File: src/rtl/seq_shifter.sv
// seq_shifter: iterative one-bit-per-cycle shift/rotate unit.
// A request accepted in IDLE loads the working register and a step count.
// SHIFT applies one step per clock until the count runs out, and DONE
// raises a single-cycle completion pulse before the unit returns to IDLE.
module seq_shifter #(
  parameter int WIDTH = 32,
  parameter int AMT_W = 5
) (
  input  logic             clk,
  input  logic             rst_n,
  input  logic             start,
  input  logic [2:0]       op,
  input  logic [WIDTH-1:0] operand,
  input  logic [AMT_W-1:0] amount,
  output logic [WIDTH-1:0] result,
  output logic             busy,
  output logic             done,
  output logic             err
);

  typedef enum logic [1:0] {
    ST_IDLE  = 2'd0,
    ST_SHIFT = 2'd1,
    ST_DONE  = 2'd2
  } state_t;

  localparam logic [2:0] OP_SLL = 3'b000;
  localparam logic [2:0] OP_SRL = 3'b001;
  localparam logic [2:0] OP_SRA = 3'b010;
  localparam logic [2:0] OP_ROL = 3'b011;
  localparam logic [2:0] OP_ROR = 3'b100;

  state_t           r_state;
  state_t           w_state_nxt;
  logic [WIDTH-1:0] r_work;
  logic [AMT_W-1:0] r_count;
  logic [2:0]       r_op;
  logic             r_illegal;
  logic             w_accept;
  logic             w_op_illegal;

  // Single one-bit step of the selected operation; illegal codes leave the value as is.
  function automatic logic [WIDTH-1:0] f_step(input logic [2:0] step_op,
                                              input logic [WIDTH-1:0] v);
    logic [WIDTH-1:0] s;
    case (step_op)
      OP_SLL:  s = {v[WIDTH-2:0], 1'b0};
      OP_SRL:  s = {1'b0, v[WIDTH-1:1]};
      OP_SRA:  s = {v[WIDTH-1], v[WIDTH-1:1]};
      OP_ROL:  s = {v[WIDTH-2:0], v[WIDTH-1]};
      OP_ROR:  s = {v[0], v[WIDTH-1:1]};
      default: s = v;
    endcase
    return s;
  endfunction

  // Codes above ROR have no defined operation.
  function automatic logic f_is_illegal(input logic [2:0] chk_op);
    logic bad;
    case (chk_op)
      OP_SLL, OP_SRL, OP_SRA, OP_ROL, OP_ROR: bad = 1'b0;
      default:                                bad = 1'b1;
    endcase
    return bad;
  endfunction

  assign w_accept     = (r_state == ST_IDLE) && start;
  assign w_op_illegal = f_is_illegal(op);

  // State register.
  always_ff @(posedge clk or negedge rst_n) begin
    if (!rst_n) begin
      r_state <= ST_IDLE;
    end else begin
      r_state <= w_state_nxt;
    end
  end

  // Next-state logic; start is only looked at in IDLE.
  always_comb begin
    w_state_nxt = r_state;
    case (r_state)
      ST_IDLE: begin
        if (start) begin
          if (w_op_illegal || (amount == {AMT_W{1'b0}})) begin
            w_state_nxt = ST_DONE;
          end else begin
            w_state_nxt = ST_SHIFT;
          end
        end else begin
          w_state_nxt = ST_IDLE;
        end
      end
      ST_SHIFT: begin
        if (r_count == AMT_W'(1)) begin
          w_state_nxt = ST_DONE;
        end else begin
          w_state_nxt = ST_SHIFT;
        end
      end
      ST_DONE:  w_state_nxt = ST_IDLE;
      default:  w_state_nxt = ST_IDLE;
    endcase
  end

  // Output decode from the state register; err only qualifies the DONE pulse.
  always_comb begin
    busy = 1'b0;
    done = 1'b0;
    err  = 1'b0;
    case (r_state)
      ST_IDLE:  busy = 1'b0;
      ST_SHIFT: busy = 1'b1;
      ST_DONE: begin
        busy = 1'b1;
        done = 1'b1;
        err  = r_illegal;
      end
      default: busy = 1'b0;
    endcase
  end

  // Working register, step count and latched op: loaded on accept, stepped in SHIFT.
  always_ff @(posedge clk or negedge rst_n) begin
    if (!rst_n) begin
      r_work    <= {WIDTH{1'b0}};
      r_count   <= {AMT_W{1'b0}};
      r_op      <= 3'b000;
      r_illegal <= 1'b0;
    end else if (w_accept) begin
      r_work    <= w_op_illegal ? {WIDTH{1'b0}} : operand;
      r_count   <= amount;
      r_op      <= op;
      r_illegal <= w_op_illegal;
    end else if (r_state == ST_SHIFT) begin
      r_work  <= f_step(r_op, r_work);
      r_count <= r_count - AMT_W'(1);
    end else begin
      r_work  <= r_work;
      r_count <= r_count;
    end
  end

  assign result = r_work;

endmodule

File: config.mk
export PLATFORM = sky130hd
export DESIGN_NAME = seq_shifter
export DESIGN_NICKNAME = d
export VERILOG_FILES = /design/src/rtl/seq_shifter.sv
export SDC_FILE = /design/constraint.sdc
export NUM_CORES = 1
export LEC_CHECK = 0
export ABC_AREA = 1
export BUFFER_PORTS_ARGS = -buffer_cell sky130_fd_sc_hd__clkbuf_2
export CAP_MARGIN = 20
export CORE_ASPECT_RATIO = 2
export CORE_MARGIN = 5
export CORE_UTILIZATION = 35
export CTS_BUF_LIST = sky130_fd_sc_hd__clkbuf_8
export DETAILED_ROUTE_END_ITERATION = 8
export GPL_TIMING_DRIVEN = 0
export HOLD_SLACK_MARGIN = 0.12
export PLACE_DENSITY = 0.59
export SETUP_SLACK_MARGIN = 0.2
export SLEW_MARGIN = 30
export SYNTH_ARGS = -nofsm -noshare
export SYNTH_HDL_FRONTEND = slang
export SYNTH_SLANG_ARGS = --single-unit
File: constraint.sdc
create_clock -name clk -period 2.1 [get_ports clk]
set_input_delay 0.21 -clock clk [delete_from_list [all_inputs] [get_ports clk]]
set_output_delay 0.21 -clock clk [all_outputs]
set_load 0.05 [all_outputs]
==> flow_metrics.env, run 1 <==
export IMPL_cts_inserted_buffers=5
export IMPL_first_iter_violations=188
export IMPL_hold_path_class="in2reg"
export IMPL_syn_area_sq_um=2710
export IMPL_cts_root_buf="clkbuf_8"
export IMPL_ys_ff_latch=43
export IMPL_skew_ns=0.00560
export IMPL_fin_util_pct=44.1
export IMPL_drv_slew=0
export IMPL_clkTransAtPathRegs_ns=0.09
export IMPL_finalSetupViolCount=0
export IMPL_max_clock_path_buffers=2
export IMPL_synthCells=371
export IMPL_grt_max_degree=44
export IMPL_fp_row_count=45
export IMPL_syn2layout_area_growth_pct=23.6
export IMPL_viasPerCell=5.17
export IMPL_initial_core_util_pct=35.7
export IMPL_insertion_delay_ns=0.30
export IMPL_fillerInstances=828
export IMPL_ys_seq_area_share_pct=39.7
export IMPL_outcome="finished clean"
export IMPL_crit_fanout=10
export IMPL_fin_area_sq_um=3350
export IMPL_maxCapViolCount=0
export IMPL_cp_cell_sequence="inv_1 > ha_1 > nand2_4 > nand2_1 > o21ai_4 > inv_1 > clkbuf_4 > nor2_1 > a21oi_1"
export IMPL_rrSetupSlack_ns=0.40
export IMPL_cpPeakStageDelay_ns=0.36
export IMPL_cts_sinks=43
export IMPL_async_flop_share_pct=100
export IMPL_antenna_found_initial=0
export IMPL_layout_common_cells="86 x nand2_1, 80 x clkbuf_2, 64 x a21oi_1"
export IMPL_ys_warnings_count=0
export IMPL_avgSynthCellArea_sq_um=7.30
export IMPL_diodes=0
export IMPL_drive_gt1_share_pct=24.7
export IMPL_drt_first_pass_iters=6
export IMPL_crit_slowest_cell="dfrtp_1"
export IMPL_rsz0062_at_grt="no"
export IMPL_synth_edf_count=0
export IMPL_grt_first_pass_wirelength_mm=13.8
export IMPL_grt_overflow_total=0
export IMPL_synth_nets=419
export IMPL_io_pins=78
export IMPL_die_h_microns=134
export IMPL_grt_util_all_layers_pct=17.9
export IMPL_drc=0
export IMPL_required_ns=2.29
export IMPL_worstMarginPinSlew_ns=0.644
export IMPL_critPathCaptureType="flop"
export IMPL_placed_cell_area_sq_um=3220
export IMPL_drtAntennaViolNets=0
export IMPL_htreeDepth=2
export IMPL_die_area_sq_um=9710
export IMPL_finalSetupTns_ns=0
export IMPL_wl_per_cell_microns=15.1
export IMPL_drt_total_wl_mm=8.31
export IMPL_fmax_mhz=589
export IMPL_relSlewSlack_pct=57.1
export IMPL_hold_violations=0
export IMPL_start_kind="flop"
export IMPL_synth_cell_type_count=26
export IMPL_final_common_cell="nand2_1"
export IMPL_crit_path_frequent_cell="inv_1"
export IMPL_cts_tree="built"
export IMPL_cts_setup_buffers=0
export IMPL_grt_pass1_vias=2922
export IMPL_worst_hold_slack_ns=0.139
export IMPL_die_w_microns=72.2
export IMPL_period_minus_slack_ns=1.70
export IMPL_post_dp_hpwl_mm=6.24
export IMPL_fin_nets=504
export IMPL_cp_arrival_ns=1.89
export IMPL_core_area_sq_um=7600
export IMPL_via_count=2850
export IMPL_period_share_pct=80.8
export IMPL_gp_congestion=0.791
export IMPL_crit_type="reg2reg"
export IMPL_port_buffers=77
export IMPL_synth_ff_type="dfrtp_1"
## worst max-delay path, delay by kind of cell, from the launching register on
kind,cells,cell delay [ns]
buf+inv,3,0.37
fa+ha+maj,1,0.22
flops,1,0.36
simple gates,3,0.36
compound gates,2,0.25
## stage by stage
stage / std cells / setup slack (ns)
finish: 551 / 0.403
global route: 551 / 0.237
CTS: 551 / 0.259
detailed placement: 542 / 0.152
global placement: 542 / 0.152
floorplan: 371 / 0.571
## per-layer routing
metal | up-vias | GRT usage [%] | wire (microns)
li1 | 1411 | - | -
met4 | 0 | 7.53 | 197
met2 | 84 | 32.6 | 4630
met5 | - | 0 | 0
met3 | 11 | 3.30 | 364
met1 | 1344 | 19.6 | 3120
## Yosys cell counts (5+ instances only)
cell type	instances	area [sq um]
nand3_1	36	180
nor2_1	36	135
nand3b_1	30	225
inv_1	17	63.8
ha_1	5	62.6
dfrtp_1	43	1080
buf_2	10	50.1
clkbuf_1	6	22.5
nand2_1	87	327
o21ai_0	7	35.0
buf_4	6	45.0
a21oi_1	64	320
## cells by family (layout without fill, tap and decap cells)
family	count (synthesis)	after routing	synth area share (%)
buf+inv	44	130	7.39
simple gates	196	196	33.9
compound gates	80	80	15.7
flops	43	43	39.7
xor+xnor	3	3	0.970
fa+ha+maj	5	5	2.31
## registers in the layout (all words and copies together) (netlist names)
register,cells
r_state,2
result,32
r_op,3
r_count,5
r_illegal,1
## cell type report
cell class                      instances  area (sq um)  share of cell area (%)
Multi-Input combinational cell        284          1450                    43.3
Tap cell                               94           118                    3.51
Timing Repair Buffer                   78           398                    11.9
Buffer                                 25           136                    4.07
Inverter                               19          71.3                    2.13
Clock buffer                            7          96.3                    2.88
Clock inverter                          1          3.75                   0.112
Sequential cell                        43          1080                    32.1
## timing repair
item / in CTS / in global routing
setup endpoints to repair: 29 / 34
gates resized for setup: 3 / 6
endpoints found under the hold margin: 43 / 0
hold buffers: 1 / 0
## worst paths after layout
| path | start | to | depth (start not counted) |
|---|---|---|---|
| max | r_state[0]$_DFF_PN0_ | result[2]$_DFFE_PN0P_ | 9 |
| min in group asynchronous | rst_n | r_illegal$_DFFE_PN0N_ | 2 |
| min | amount[2] | r_count[2]$_DFFE_PN0P_ | 3 |
| max reg2reg | r_state[0]$_DFF_PN0_ | result[2]$_DFFE_PN0P_ | 9 |
| min reg2reg | r_illegal$_DFFE_PN0N_ | r_illegal$_DFFE_PN0N_ | 2 |
| max in group asynchronous | rst_n | result[0]$_DFFE_PN0P_ | 2 |
Power of run 1 is left out: the tool's default activity adds up to more than one toggle a clock period on the data nets, which glitch-free logic cannot reach.
==> run 2: changes to the inputs <==
--- a/config.mk
+++ b/config.mk
@@ -15,7 +15,7 @@
 export DETAILED_ROUTE_END_ITERATION = 8
 export GPL_TIMING_DRIVEN = 0
 export HOLD_SLACK_MARGIN = 0.12
-export PLACE_DENSITY = 0.59
+export PLACE_DENSITY = 0.61
 export SETUP_SLACK_MARGIN = 0.2
 export SLEW_MARGIN = 30
 export SYNTH_ARGS = -nofsm -noshare
==> constraint.sdc (replaced) <==
create_clock -name clk -period 1.5 [get_ports clk]
set_input_delay 0.15 -clock clk [delete_from_list [all_inputs] [get_ports clk]]
set_output_delay 0.15 -clock clk [all_outputs]
set_load 0.05 [all_outputs]
==> run 2 against run 1 <==
- the run now ends with negative setup slack left
- highest routed layer unchanged
- non-clock buffer count grew 16
- via count grew 2.9%
- clock skew grew 0.0038 ns
- global-route usage grew 0.69 points
- utilization grew 5.0 points
- register-to-register slack lost 0.46 ns
==> flow_metrics.env, run 2 (synthesis results as in run 1) <==
export IMPL_violations="negative setup slack"
export IMPL_grt_pass1_vias=3034
export IMPL_finalSetupTns_ns=-1.52
export IMPL_drtAntennaViolNets=0
export IMPL_cp_cell_sequence="buf_4 > buf_6 > ha_4 > nand2_4 > clkinvlp_4 > clkbuf_16"
export IMPL_critPathCaptureType="primary output"
export IMPL_clkTransAtPathRegs_ns=0.08
export IMPL_hold_violations=0
export IMPL_htreeDepth=2
export IMPL_required_ns=1.35
export IMPL_final_common_cell="nand2_1"
export IMPL_cts_inserted_buffers=5
export IMPL_period_minus_slack_ns=1.60
export IMPL_core_area_sq_um=7600
export IMPL_min_from="amount[1]"
export IMPL_period_share_pct=107
export IMPL_grt_first_pass_wirelength_mm=14.3
export IMPL_cts_sinks=43
export IMPL_crit_type="reg2out"
export IMPL_rr_endpoint="result[28]$_DFFE_PN0P_"
export IMPL_rsz0062_at_grt="yes"
export IMPL_diodes=0
export IMPL_outcome="finished, violations left"
export IMPL_viasPerCell=5.16
export IMPL_gp_congestion=0.784
export IMPL_finalSetupViolCount=33
export IMPL_drt_first_pass_iters=5
export IMPL_worstMarginPinSlew_ns=0.640
export IMPL_max_clock_path_buffers=2
export IMPL_wl_per_cell_microns=15.5
export IMPL_largest_reg_flops=32
export IMPL_hold_path_depth=3
export IMPL_start_kind="flop"
export IMPL_grt_util_all_layers_pct=18.6
export IMPL_die_area_sq_um=9710
export IMPL_post_dp_hpwl_mm=6.20
export IMPL_fp_row_count=45
export IMPL_cp_arrival_ns=1.45
export IMPL_crit_slowest_cell="dfrtp_1"
export IMPL_initial_core_util_pct=35.7
export IMPL_cts_tree="built"
export IMPL_setup_ws_ns=-0.0975
export IMPL_hold_path_class="in2reg"
export IMPL_crit_fanout=2
export IMPL_grt_overflow_total=0
export IMPL_cp_buffers_inverters=4
export IMPL_drt_total_wl_mm=8.78
export IMPL_rrSetupSlack_ns=-0.06
export IMPL_min_to="r_count[1]$_DFFE_PN0P_"
export IMPL_relSlewSlack_pct=57.3
export IMPL_first_iter_violations=213
export IMPL_cpPeakStageDelay_ns=0.41
export IMPL_fmax_mhz=626
export IMPL_crit_family="buffers and inverters"
export IMPL_insertion_delay_ns=0.31
export IMPL_maxCapViolCount=0
export IMPL_via_count=2932
export IMPL_skew_ns=0.00941
export IMPL_antenna_found_initial=0
export IMPL_die_h_microns=134
export IMPL_layout_common_cells="83 x nand2_1, 73 x clkbuf_2, 63 x a21oi_1"
export IMPL_grt_max_degree=44
export IMPL_drive_gt1_share_pct=30.8
export IMPL_drv_slew=0
export IMPL_syn2layout_area_growth_pct=37.5
export IMPL_port_buffers=77
export IMPL_io_pins=78
export IMPL_r2r_cells=9
export IMPL_die_w_microns=72.2
export IMPL_fin_nets=521
export IMPL_worstReg2RegStart="r_state[1]$_DFF_PN0_"
export IMPL_drc=0
export IMPL_cts_root_buf="clkbuf_8"
run 2: routing by layer:
layer | vias to the layer above | track usage (%) | wire length [microns] | share of wire [%]
met1 | 1381 | 19.1 | 3250 | 37
met3 | 18 | 3.08 | 386 | 4.4
met4 | 0 | 8.05 | 270 | 3.1
met5 | - | 0 | 0 | 0
met2 | 89 | 35.3 | 4880 | 56
li1 | 1444 | - | - | -
run 2: layout make-up:
type,count,area (sq um)
repair buffers,94,617
fillers,804,3870
flip-flops and latches,43,1080
clock buffers,5,68.8
multi-input cells,285,1560
plain buffers,25,198
clock inverters,3,12.5
well taps,94,118
inverters,19,78.8
run 2: what timing repair did:
item,CTS,global route
resized for setup,37,13
endpoints found under the hold margin,48,0
pin swaps,6,2
cloned,2,0
hold buffers,6,0
endpoints found under the setup margin,45,46
buffers inserted,6,4
run 2: per-stage QoR:
stage	hold WS, ns	setup slack, ns	cell area [sq um]	utilization, %	std cells
finish	0.134	-0.0975	3730	49.0	568
global route	0.145	-0.155	3730	49.0	568
CTS	0.122	-0.0203	3670	48.3	564
detailed placement	0.238	-0.191	3290	43.2	542
global placement	0.396	-0.163	3280	43.2	542
floorplan	-0.146	0.125	2780	-	371
run 2: worst max path at each step:
stage	from	endpoint	slack, ns	depth (start not counted)
detailed placement	r_state[0]$_DFF_PN0_	result[28]$_DFFE_PN0P_	-0.19	7
floorplan	r_state[1]$_DFF_PN0_	result[0]$_DFFE_PN0P_	0.13	9
global placement	r_state[1]$_DFF_PN0_	result[28]$_DFFE_PN0P_	-0.16	7
CTS	r_state[1]$_DFF_PN0_	result[28]$_DFFE_PN0P_	-0.02	9
finish	r_state[1]$_DFF_PN0_	err	-0.1	6
global route	r_state[1]$_DFF_PN0_	result[26]$_DFFE_PN0P_	-0.16	9
run 2: worst register-to-register path, cell delays in order (launching register included):
cell	delay (ns)
dfrtp_1	0.39
inv_2	0.08
ha_4	0.19
nand2_8	0.11
nand2_4	0.06
o21ai_4	0.21
inv_2	0.10
buf_6	0.16
nor2_1	0.09
a21oi_1	0.05
Power of run 2 is left out for the same reason.
